===== src/rtl/color_scan_ctrl.sv =====
// Colour sensor sequencer: steps the filter select through R/G/B, counts in_sq edges per gate window
// and presents one RGB frame with a get_it strobe. Define COLOR_CLEAR_EN to also measure the clear filter.
module color_scan_ctrl #(
    parameter int GATE_CYCLES   = 50000,
    parameter int SETTLE_CYCLES = 500,
    parameter int CNT_W         = 16
) (
    input  logic             clk,
    input  logic             reset_n,
    input  logic             start,
    input  logic             continuous,
    input  logic             in_sq,
    output logic [1:0]       s_ctrl,
    output logic             get_it,
    output logic             busy,
    output logic [CNT_W-1:0] red,
    output logic [CNT_W-1:0] green,
    output logic [CNT_W-1:0] blue
`ifdef COLOR_CLEAR_EN
    ,
    output logic [CNT_W-1:0] clear
`endif
);

`ifdef COLOR_CLEAR_EN
    localparam int NUM_CH = 4;
`else
    localparam int NUM_CH = 3;
`endif
    localparam logic [1:0] LAST_CH = 2'(NUM_CH - 1);

    localparam int MAX_CYC = (GATE_CYCLES > SETTLE_CYCLES) ? GATE_CYCLES : SETTLE_CYCLES;
    localparam int TMR_W   = $clog2(MAX_CYC + 1);
    localparam logic [TMR_W-1:0] SETTLE_LOAD = TMR_W'(SETTLE_CYCLES - 1);
    localparam logic [TMR_W-1:0] GATE_LOAD   = TMR_W'(GATE_CYCLES - 1);

    localparam logic [1:0] CODE_RED   = 2'b00;
    localparam logic [1:0] CODE_CLEAR = 2'b10;

    typedef enum logic [1:0] {
        IDLE   = 2'd0,
        SETTLE = 2'd1,
        GATE   = 2'd2,
        DONE   = 2'd3
    } state_t;

    state_t            state_reg, state_next;
    logic [TMR_W-1:0]  timer_reg, timer_next;
    logic [1:0]        ch_reg, ch_next;
    logic [1:0]        s_ctrl_reg, s_ctrl_next;
    logic [CNT_W-1:0]  cnt_reg, cnt_next, cnt_inc;
    logic              gate_end;
    logic              get_it_reg;
    logic              sync1_reg, sync2_reg, prev_reg;
    logic              rise;

    // Shadow registers hold every channel except the last, which goes straight to the outputs.
    logic [CNT_W-1:0]  shadow_reg [NUM_CH-1];
    logic [CNT_W-1:0]  red_reg, green_reg, blue_reg;
`ifdef COLOR_CLEAR_EN
    logic [CNT_W-1:0]  clear_reg;
`endif

    function automatic logic [1:0] ch_code(input logic [1:0] c);
        case (c)
            2'd0:    ch_code = 2'b00;
            2'd1:    ch_code = 2'b11;
            2'd2:    ch_code = 2'b01;
            default: ch_code = 2'b10;
        endcase
    endfunction

    always_ff @(posedge clk or negedge reset_n) begin
        if (!reset_n) begin
            sync1_reg <= 1'b0;
            sync2_reg <= 1'b0;
            prev_reg  <= 1'b0;
        end else begin
            sync1_reg <= in_sq;
            sync2_reg <= sync1_reg;
            prev_reg  <= sync2_reg;
        end
    end

    assign rise    = sync2_reg & ~prev_reg;
    assign cnt_inc = (rise && cnt_reg != {CNT_W{1'b1}}) ? cnt_reg + 1'b1 : cnt_reg;

    always_comb begin
        state_next  = state_reg;
        timer_next  = timer_reg;
        ch_next     = ch_reg;
        s_ctrl_next = s_ctrl_reg;
        cnt_next    = cnt_reg;
        gate_end    = 1'b0;
        case (state_reg)
            IDLE: begin
                s_ctrl_next = CODE_CLEAR;
                if (start || continuous) begin
                    state_next  = SETTLE;
                    ch_next     = 2'd0;
                    timer_next  = SETTLE_LOAD;
                    s_ctrl_next = CODE_RED;
                end
            end
            SETTLE: begin
                if (timer_reg == '0) begin
                    state_next = GATE;
                    timer_next = GATE_LOAD;
                    cnt_next   = '0;
                end else begin
                    timer_next = timer_reg - 1'b1;
                end
            end
            GATE: begin
                cnt_next = cnt_inc;
                if (timer_reg == '0) begin
                    gate_end = 1'b1;
                    if (ch_reg == LAST_CH) begin
                        state_next = DONE;
                    end else begin
                        state_next  = SETTLE;
                        ch_next     = ch_reg + 2'd1;
                        timer_next  = SETTLE_LOAD;
                        s_ctrl_next = ch_code(ch_reg + 2'd1);
                    end
                end else begin
                    timer_next = timer_reg - 1'b1;
                end
            end
            DONE: begin
                if (continuous) begin
                    state_next  = SETTLE;
                    ch_next     = 2'd0;
                    timer_next  = SETTLE_LOAD;
                    s_ctrl_next = CODE_RED;
                end else begin
                    state_next  = IDLE;
                    s_ctrl_next = CODE_CLEAR;
                end
            end
            default: begin
                state_next  = IDLE;
                s_ctrl_next = CODE_CLEAR;
            end
        endcase
    end

    always_ff @(posedge clk or negedge reset_n) begin
        if (!reset_n) begin
            state_reg  <= IDLE;
            timer_reg  <= '0;
            ch_reg     <= 2'd0;
            s_ctrl_reg <= CODE_CLEAR;
            cnt_reg    <= '0;
        end else begin
            state_reg  <= state_next;
            timer_reg  <= timer_next;
            ch_reg     <= ch_next;
            s_ctrl_reg <= s_ctrl_next;
            cnt_reg    <= cnt_next;
        end
    end

    // Outputs load on the edge entering DONE so they are already valid while get_it is high.
    always_ff @(posedge clk or negedge reset_n) begin
        if (!reset_n) begin
            for (int i = 0; i < NUM_CH - 1; i++) shadow_reg[i] <= '0;
            red_reg    <= '0;
            green_reg  <= '0;
            blue_reg   <= '0;
`ifdef COLOR_CLEAR_EN
            clear_reg  <= '0;
`endif
            get_it_reg <= 1'b0;
        end else begin
            get_it_reg <= gate_end && (ch_reg == LAST_CH);
            if (gate_end) begin
                for (int i = 0; i < NUM_CH - 1; i++)
                    if (ch_reg == 2'(i)) shadow_reg[i] <= cnt_inc;
                if (ch_reg == LAST_CH) begin
                    red_reg   <= shadow_reg[0];
                    green_reg <= shadow_reg[1];
`ifdef COLOR_CLEAR_EN
                    blue_reg  <= shadow_reg[2];
                    clear_reg <= cnt_inc;
`else
                    blue_reg  <= cnt_inc;
`endif
                end
            end
        end
    end

    assign s_ctrl = s_ctrl_reg;
    assign get_it = get_it_reg;
    assign busy   = (state_reg != IDLE);
    assign red    = red_reg;
    assign green  = green_reg;
    assign blue   = blue_reg;
`ifdef COLOR_CLEAR_EN
    assign clear  = clear_reg;
`endif

endmodule

===== config.mk =====
export PLATFORM = sky130hd
export DESIGN_NAME = color_scan_ctrl
export DESIGN_NICKNAME = d
export VERILOG_FILES = /design/src/rtl/color_scan_ctrl.sv
export SDC_FILE = /design/constraint.sdc
export NUM_CORES = 1
export LEC_CHECK = 0
export BUFFER_PORTS_ARGS = -buffer_cell sky130_fd_sc_hd__buf_4
export CAP_MARGIN = 20
export CORE_ASPECT_RATIO = 0.8
export CORE_MARGIN = 3
export CORE_UTILIZATION = 37
export CTS_CLUSTER_SIZE = 20
export DETAILED_ROUTE_END_ITERATION = 10
export GPL_TIMING_DRIVEN = 0
export HOLD_SLACK_MARGIN = 0.02
export SKIP_CTS_REPAIR_TIMING = 1
export SLEW_MARGIN = 20
export SYNTH_ARGS = -nofsm -noshare
export SYNTH_HDL_FRONTEND = slang
export SYNTH_SLANG_ARGS = --single-unit

===== constraint.sdc =====
create_clock -name clk -period 4.97 [get_ports clk]
set_input_delay 0.994 -clock clk [delete_from_list [all_inputs] [get_ports clk]]
set_output_delay 0.994 -clock clk [all_outputs]
set_load 0.005 [all_outputs]

-- Word-level counts from Yosys, hierarchy flattened
Index checks and enable logic that the tools add are counted.
- register bits: 122
- latch bits: 0
- bits in writable memories: 0
- ROM bits: 0
- input bits: 5
- output and inout bits: 52
- word-level logic and storage cells: 79
- memories: 0
- $add $sub $neg: 3
- multipliers: 0
- divide/modulo/power cells: 0
- $lt $le $gt $ge: 0
- eq/ne operators: 14
- shifts and indexed selects: 0
- mux-type cells: 28
- bitwise gates (word level): 2
- reduce and logical (&&, ||, !) cells: 18
- operators with widths (kind ; number):
    $mux W16 ; 7
    $pmux W16 S4 ; 1
    $pmux W16 S2 ; 1
    $mux W2 ; 12
    $pmux W2 S3 ; 3
    $add A16 B1 Y16 const B ; 1
    $logic_not A16 Y1 ; 1
    $ne A16 B16 Y1 const B ; 1
    $sub A16 B1 Y16 const B ; 1
    $ne A2 B2 Y1 const B ; 5
    $reduce_and A3 Y1 ; 3
    $eq A2 B2 Y1 const B ; 4
    $pmux W2 S4 ; 1
    $reduce_and A2 Y1 ; 4
    $eq A2 B1 Y1 const B ; 3
    $logic_not A2 Y1 ; 3
    $reduce_and A5 Y1 ; 1
    $reduce_bool A2 Y1 ; 2
    $mux W1 ; 3
    $ne A3 B3 Y1 const B ; 1
    $reduce_bool A3 Y1 ; 1
    $add A2 B1 Y2 const B ; 1
    $logic_and A1 B1 Y1 ; 2
    $and A1 B1 Y1 ; 1
    other kinds (2) ; 2

-- Longest topological paths before layout
Gate-level depths: netlist (run 1).
- depth after elaboration: 6
- depth in mapped cells: 9
- depth with buffers taken out: 7

-- Worst setup path after synthesis (run 1)
Ideal clock, no wire load.
- path type: input port to flip-flop
- start point: input start
- end point: register timer_reg[6]
- setup time: 121 ps
- data arrival time: 1938 ps
- required time: 4849 ps
- setup slack: 2911 ps
- stages: 5
- path buffers: 0
- cell sequence: nand2b_1 a21oi_1 a31oi_2 o21a_1 o22a_1
- longest elaborated chain between the ends: 3
- RTL lines (what ; line ; text):
    start, declared ; 10 ; input logic start,
    $logic_or A1 B1 Y1 ; 98 ; if (start || continuous) begin
    $ne A2 B2 Y1 (no source line) ; - ;
    $reduce_and A3 Y1 (no source line) ; - ;
    end signal, assigned ; 157 ; timer_reg <= timer_next;
    end, declared ; 48 ; logic [TMR_W-1:0] timer_reg, timer_next;
No other way between the ends.
A chain may end at the register's enable or synchronous reset.

-- Final worst setup path (run 1)
- start point: register state_reg[0]
- end point: register shadow_reg[9] in the netlist's numbering
- longest elaborated chain between the ends: 3
- RTL lines (what ; line ; text):
    start, declared ; 47 ; state_t state_reg, state_next;
    start signal, assigned ; 156 ; state_reg <= state_next;
    $eq A2 B2 Y1 ; 95 ; case (state_reg)
    $mux W1 ; 95 ;
    $reduce_and A2 Y1 (no source line) ; - ;
    end signal, assigned by index ; 179 ; if (ch_reg == 2'(i)) shadow_reg[i] <= cnt_inc;
    end, declared ; 58 ; logic [CNT_W-1:0] shadow_reg [NUM_CH-1];
No other way between the ends.

==> results.md, run 1 <==
- Outcome: finished, final reports clean
- Largest register FFs: 32
- Mean Syn Cell Area: 9.16 um2
- Period utilisation layout: 0.540
- Max-Cap Viols: 0
- Synthesis Warnings: 0
- Die span in x: 148 um
- GR Overflow Total: 0
- Minimum clock period: 2680 ps
- # nets final: 742
- Crit path kind: reg -> reg
- Clock insertion delay at the later pin of the skew report: 420 ps
- Initial antenna violation count: 0
- Via density: 5.35
- First-pass GRT wire length: 25.6 mm
- CP max stage delay: 560 ps
- Fillers: 1,494
- Sequential area share after synthesis: 0.512
- Critical path required time: 5310 ps
- CTS Buf Count: 17
- Worst IR Drop VDD: 250 uV
- Max Clk Rate: 0.373 GHz
- Aggregate routed wire length: 15.8 mm
- Power Density: 444 mW/mm2
- Crit path max-delay cell type: clkbuf_1
- FFs w/ async S/R, synth: 1.00
- Wirelength per Cell: 16.6 um
- Clock root cell: clkbuf_16
- Largest net degree at the start of global routing: 82
- Clock buffer depth: 2
- Yosys reg bits: 122
- Vias in the first global route: 4,769
- Number of DRC markers in iteration 0: 484
- CP most frequent cell: clkbuf_1
- Cell Rows: 40
- Worst-Margin Slew: 791 ps
- CP arrival: 3020 ps
- Reg2reg end: shadow_reg[9]
- Static Leak: 3.37 nW
- Diodes inserted: 0
- Synth cell types: 72
- Dpl hpwl: 11.4 mm
- Area of the multi-input gates: 0.00269 mm2
- Share of cells above drive strength 1: 0.178
- # setup viols final: 0
- PortBufs: 56
- GPL Wtd Cong: 0.903
- Hold depth: 0
- Worst min path class: reg -> reg
- Overall Global Routing Usage: 0.184
- Worst-path clk slew: 50 ps
- Core Area: 0.0154 mm2
- CP endpoint kind: register
- Final slew viol count: 0
- Number of synthesized flops with an enable pin: 0
- Source of the worst hold timing path: sync1_reg
- Via count: 5,087
- Final total power: 3.24 mW
- R2r startpoint: state_reg[0]
- Worst Reg-to-Reg Cells: 7
- Sequential Area: 0.00305 mm2
- Cells after synthesis: 651
- CTS H-tree lvls: 4
- Dominant synthesized flop cell: dfrtp_1
- CTS tree: done
- Die area: 0.0177 mm2
- Worst Hold End: sync2_reg
- RSZ-0062 raised after global routing: false
- IO Pins: 57
- Syn nets: 666
- Area delta synth->final: 22.5%
- Crit path cell chain: inv_1, ha_1, buf_1, clkbuf_1, clkbuf_1, a31oi_1, a21oi_1
- Max_slew headroom: 0.467
- Die H: 120 um
- Final setup TNS: 0 ps
- DR pass1 iterations: 5
- Remaining DRCs: 0
- R2r setup slk: 2290 ps
- Fin Clk Skew: 8.43 ps
- Detail Route Antenna Nets: 0
- Crit start category: register
- Count of final hold-check violations: 0
- Mapped Area: 0.00596 mm2
- Crit path max fanout: 10
- Clock sink total: 122
- Starting Density: 0.387
- Fin cells: 950
- Placed cell count: 918
-- through the flow --
step	worst slack (ps)	instance area, um2	hold slack [ps]	util
CTS	2380	7300	353	0.474
global route	2170	7300	375	0.474
floorplan	2910	5960	331	-
finish	2290	7300	350	0.474
detailed placement	2400	6680	344	0.433
global placement	2420	6650	338	0.431
-- placed cells by master (no fill, tap or decap), drive strengths merged, types with 13 or more instances in the layout --
master,instances
a21oi,32
buf,73
o21ai,69
dfrtp,121
clkbuf,38
nor2,28
inv,15
nor3,13
nand2,172
a31oi,17
nand3,25
-- worst max-delay path, delay by kind of cell (launching register included) --
family	cells	cell delay [ps]
AOI/OAI and AO/OA	2	350
adders and majority gates	1	240
buffers and inverters	4	1570
DFF	1	430
-- routing by layer --
metal	vias to the layer above	track usage	wire length, um
met5	-	0	0
met2	169	0.258	6830
met1	2468	0.280	7760
li1	2429	-	-
met3	21	0.0415	991
met4	0	0.0635	226
-- synth_stat cells (2+ instances only) --
cell	instances	area share
nand2_1	172	0.11
dfrtp_1	121	0.51
o21ai_0	67	0.056
a21oi_1	32	0.027
nor2_1	25	0.016
nand3_1	21	0.018
clkbuf_1	18	0.011
a31oi_1	16	0.017
inv_1	13	0.0082
nor3_1	12	0.010
mux2i_1	11	0.018
buf_2	10	0.0084
ha_1	10	0.021
nand2b_1	8	0.0084
or3_1	8	0.0084
and3_1	7	0.0073
nand4_1	6	0.0063
xor2_1	6	0.0088
o22a_1	5	0.0073
nand3_2	4	0.0067
nor4_1	4	0.0042
a21o_1	3	0.0038
a22o_1	3	0.0044
buf_4	3	0.0038
mux2_2	3	0.0057
nand3b_1	3	0.0038
o22ai_1	3	0.0031
o311ai_0	3	0.0044
or2_2	3	0.0031
a311oi_1	2	0.0029
and3_4	2	0.0038
and4_1	2	0.0029
buf_6	2	0.0038
nor2_2	2	0.0021
o211ai_1	2	0.0025
o21a_1	2	0.0025
xnor2_1	2	0.0029
-- how the worst max path moves through the flow --
stage                       startpoint            end  slack (ps)  depth (start not counted)
final                     state_reg[0]  shadow_reg[9]        2290                          7
after floorplan                  start   timer_reg[6]        2910                          5
after detailed placement  state_reg[0]  shadow_reg[9]        2400                          7
after global placement    state_reg[0]    cnt_reg[14]        2420                          7
after CTS                 state_reg[0]  shadow_reg[9]        2380                          7
after global routing      state_reg[0]  shadow_reg[9]        2170                          7
-- report_power, final --
group / switching [mW] / internal (mW)
combinational: 0.525 / 0.280
sequential: 0.0772 / 1.06
clock: 0.453 / 0.843
total: 1.06 / 2.18
-- cells by family after synthesis --
logic type,count (synthesis),synth area share
AND/OR/NAND/NOR,295,0.236
flip-flops,122,0.512
adder cells (fa/ha/maj),10,0.0210
AO/OA/AOI/OAI,154,0.158
multiplexers,14,0.0241
XOR/XNOR,8,0.0118
buffers and inverters,48,0.0369
-- cell type report --
cell class | instances | share of cell area
clock inverter | 13 | 0.0264
sequential | 122 | 0.418
tap | 210 | 0.0360
inverter | 13 | 0.00668
timing repair buffer | 57 | 0.0619
buffer | 35 | 0.0235
clock buffer | 19 | 0.0593
multi-input combinational | 481 | 0.368
No activity file was read; power rests on OpenSTA's default activity.
==> run 2, diff against run 1 <==
ABC_AREA = 1   (was unset)
clock period = 2.5 ns   (was 4.97 ns; I/O delays follow)
==> run 2 against run 1 <==
  * The run now ends with negative hold slack left
  * Worst hold slack lost 360 ps
  * Wire length fell by 1.7%
  * Non-clock buffer count down 12
  * Area after synthesis is 2.9% higher
  * Critical path type unchanged
  * Largest power group is now registers
  * Highest routed layer unchanged
==> results.md, run 2 <==
- Outcome: finished, violations left
- Failing checks: negative hold slack
- Clock insertion delay at the later pin of the skew report: 430 ps (about the same)
- Dominant cell type by area after synthesis: dfrtp_1
- Fin Clk Skew: 10.6 ps (+2.17 ps)
- Compound-Gate Fraction of Synth Area: 0.0253 (-0.133)
- Wirelength per Cell: 14.3 um (-14%)
- Number of DRC markers in iteration 0: 450 (-7.0%)
- Post-synthesis xor/xnor area fraction: 0.0128 (+0.00109)
- FFs w/ async S/R, synth: 1.00 (unchanged)
- CP endpoint kind: register
- Clock buffer depth: 2 (unchanged)
- Starting Density: 0.383 (-0.00333)
- Yosys reg bits: 122 (unchanged)
- Vias in the first global route: 4,756 (-0.27%)
- Most numerous cell in the Yosys netlist: nand2_1
- Mapped Area: 0.00614 mm2 (+2.9%)
- Synth cell types: 32 (-56%)
- Aggregate routed wire length: 15.5 mm (-1.7%)
- Period utilisation layout: 0.894 (+0.355)
- Count of final hold-check violations: 11 (+11)
- Largest register FFs: 32 (unchanged)
- PortBufs: 56 (unchanged)
- Largest family of logic cells by synthesized area: simple AND/OR/NAND/NOR gates
- Post-synthesis mux area share: 0 (-0.0241)
- Simple-Gate Fraction of Synth Area: 0.381 (+0.145)
- Worst-Margin Slew: 423 ps (-368 ps)
- IO Pins: 57 (unchanged)
- Area of the multi-input gates: 0.00270 mm2 (+0.47%)
- Crit path kind: reg -> reg
- Minimum clock period: 2240 ps (-446 ps)
- Diodes inserted: 0 (unchanged)
- DR pass1 iterations: 6 (+1)
- CP arrival: 2570 ps (-450 ps)
- CP most frequent cell: inv_1
- Top cells by count, synth: nand2_1 (351), dfrtp_1 (121), nand3_1 (85), nor2_1 (58), inv_1 (55)
- Buf/Inv on CP: 5 (+1)
- Crit path cell chain: inv_1, ha_1, buf_2, nand2_1, inv_1, nand3_1, buf_2, nand2_4, inv_1, nor2_1, a21oi_1
- Crit start category: register
- Worst-path clk slew: 60 ps (about the same)
- Detail Route Antenna Nets: 0 (unchanged)
- Commonest cells after routing, fill and taps aside: nand2_1 (351), dfrtp_1 (121), nand3_1 (85), nor2_1 (58), buf_4 (57)
- Initial antenna violation count: 0 (unchanged)
- Worst IR Drop VDD: 522 uV (+110%)
- Syn nets: 800 (+20%)
- Die H: 121 um (+1.4%)
- Top delay family on crit path: buffers and inverters
- Clock sink total: 122 (unchanged)
- Worst min path class: in -> async
- Max-Cap Viols: 0 (unchanged)
- Number of synthesized flops with an enable pin: 0 (unchanged)
- Die area: 0.0182 mm2 (+2.8%)
- Synthesis Warnings: 0 (unchanged)
- Overall Global Routing Usage: 0.180 (-0.00475)
- Mean Syn Cell Area: 7.82 um2 (-15%)
- CTS H-tree lvls: 4 (unchanged)
- Share of cells above drive strength 1: 0.165 (-0.0136)
- Synth top area cells: dfrtp_1 (49%), nand2_1 (21%), nand3_1 (6.9%)
- Synth Area in Adders: 0.0204 (-0.000599)
- Synth top area share: 0.493 (-0.0145)
- Critical path required time: 2840 ps (-2470 ps)
- Sequential area share after synthesis: 0.498 (-0.0146)
- Dpl hpwl: 11.2 mm (-1.4%)
- Max Clk Rate: 0.447 GHz (+20%)
- # setup viols final: 0 (unchanged)
- RSZ-0062 raised after global routing: false
- GPL Wtd Cong: 0.913 (+1.1%)
- # nets final: 876 (+18%)
- Cells after synthesis: 785 (+21%)
- Crit path max-delay cell type: dfrtp_1
- Clock root cell: clkbuf_16
- Die span in x: 150 um (+1.4%)
- Fillers: 1,639 (+9.7%)
- Final total power: 6.58 mW (+100%)
- Worst Hold Slack: -14.8 ps (-365 ps)
- GR Overflow Total: 0 (unchanged)
- CTS tree: done
- Sequential Area: 0.00305 mm2 (unchanged)
- Remaining DRCs: 0 (unchanged)
- CP max stage delay: 460 ps (-100 ps)
- Final setup TNS: 0 ps (unchanged)
- Static Leak: 4.07 nW (+21%)
- Cell Rows: 41 (+2.5%)
- Largest net degree at the start of global routing: 78 (-4.9%)
- Power Density: 886 mW/mm2 (+100%)
- Area delta synth->final: 21.0%
- Commonest non-fill, non-tap cell in the layout: nand2_1
- CTS Buf Count: 17 (unchanged)
- Crit path max fanout: 10 (unchanged)
- Max_slew headroom: 0.718 (+0.250)
- Final slew viol count: 0 (unchanged)
- Dominant synthesized flop cell: dfrtp_1
- Via density: 4.81 (-10%)
- R2r setup slk: 260 ps (-2020 ps)
- Core Area: 0.0160 mm2 (+3.8%)
- Via count: 5,236 (+2.9%)
- First-pass GRT wire length: 25.2 mm (-1.6%)
[run 2: cells by family after synthesis]
group,Yosys count
flops,122
compound gates,25
fa+ha+maj,10
xor+xnor,9
buf+inv,80
simple gates,539
[run 2: worst reg2reg max path: stages (launching register included)]
cell	delay, ps
dfrtp_1	460
inv_1	100
ha_1	200
buf_2	190
nand2_1	90
inv_1	70
nand3_1	150
buf_2	300
nand2_4	150
inv_1	230
nor2_1	80
a21oi_1	140
[run 2: area by class of cell]
cell class                 count  area share
timing repair buffer          57      0.0608
clock buffer                  18      0.0578
buffer                        23      0.0224
sequential                   122       0.411
inverter                      57      0.0291
tap                          215      0.0362
multi-input combinational    583       0.364
clock inverter                14      0.0187
[run 2: worst paths after layout]
check,to,cells after the start,start
hold reg to reg,sync2_reg,0,sync1_reg
hold / removal,green[13],1,reset_n
min in group clk,sync1_reg,1,in_sq
setup / recovery,timer_reg[7],11,state_reg[0]
setup reg to reg,timer_reg[7],11,state_reg[0]
max in group asynchronous,s_ctrl[1],2,reset_n
[run 2: stage by stage]
stage          setup WS (ps)  area [um2]   util  hold WS [ps]  std cells
6_report                 264        7430  0.464         -14.8       1089
5_1_grt                 93.0        7430  0.464          20.2       1089
3_3_place_gp             331        6830  0.427           336       1056
3_5_place_dp             296        6860  0.428           340       1057
4_1_cts                  251        7430  0.464          4.99       1089
2_1_floorplan            804        6140      -           204        785
[run 2: metal layers]
| layer | GRT usage | up-vias | routed length [um] | part of all wire |
|---|---|---|---|---|
| met3 | 0.0366 | 20 | 804 | 0.052 |
| met2 | 0.227 | 147 | 6000 | 0.39 |
| li1 | - | 2628 | - | - |
| met5 | 0 | - | 0 | 0 |
| met1 | 0.292 | 2441 | 8500 | 0.55 |
| met4 | 0.0686 | 0 | 237 | 0.015 |
[run 2: power breakdown]
| group | internal [mW] | switching [mW] |
|---|---|---|
| logic | 0.568 | 1.20 |
| registers | 2.20 | 0.252 |
| clock network | 1.39 | 0.972 |
| total | 4.15 | 2.42 |
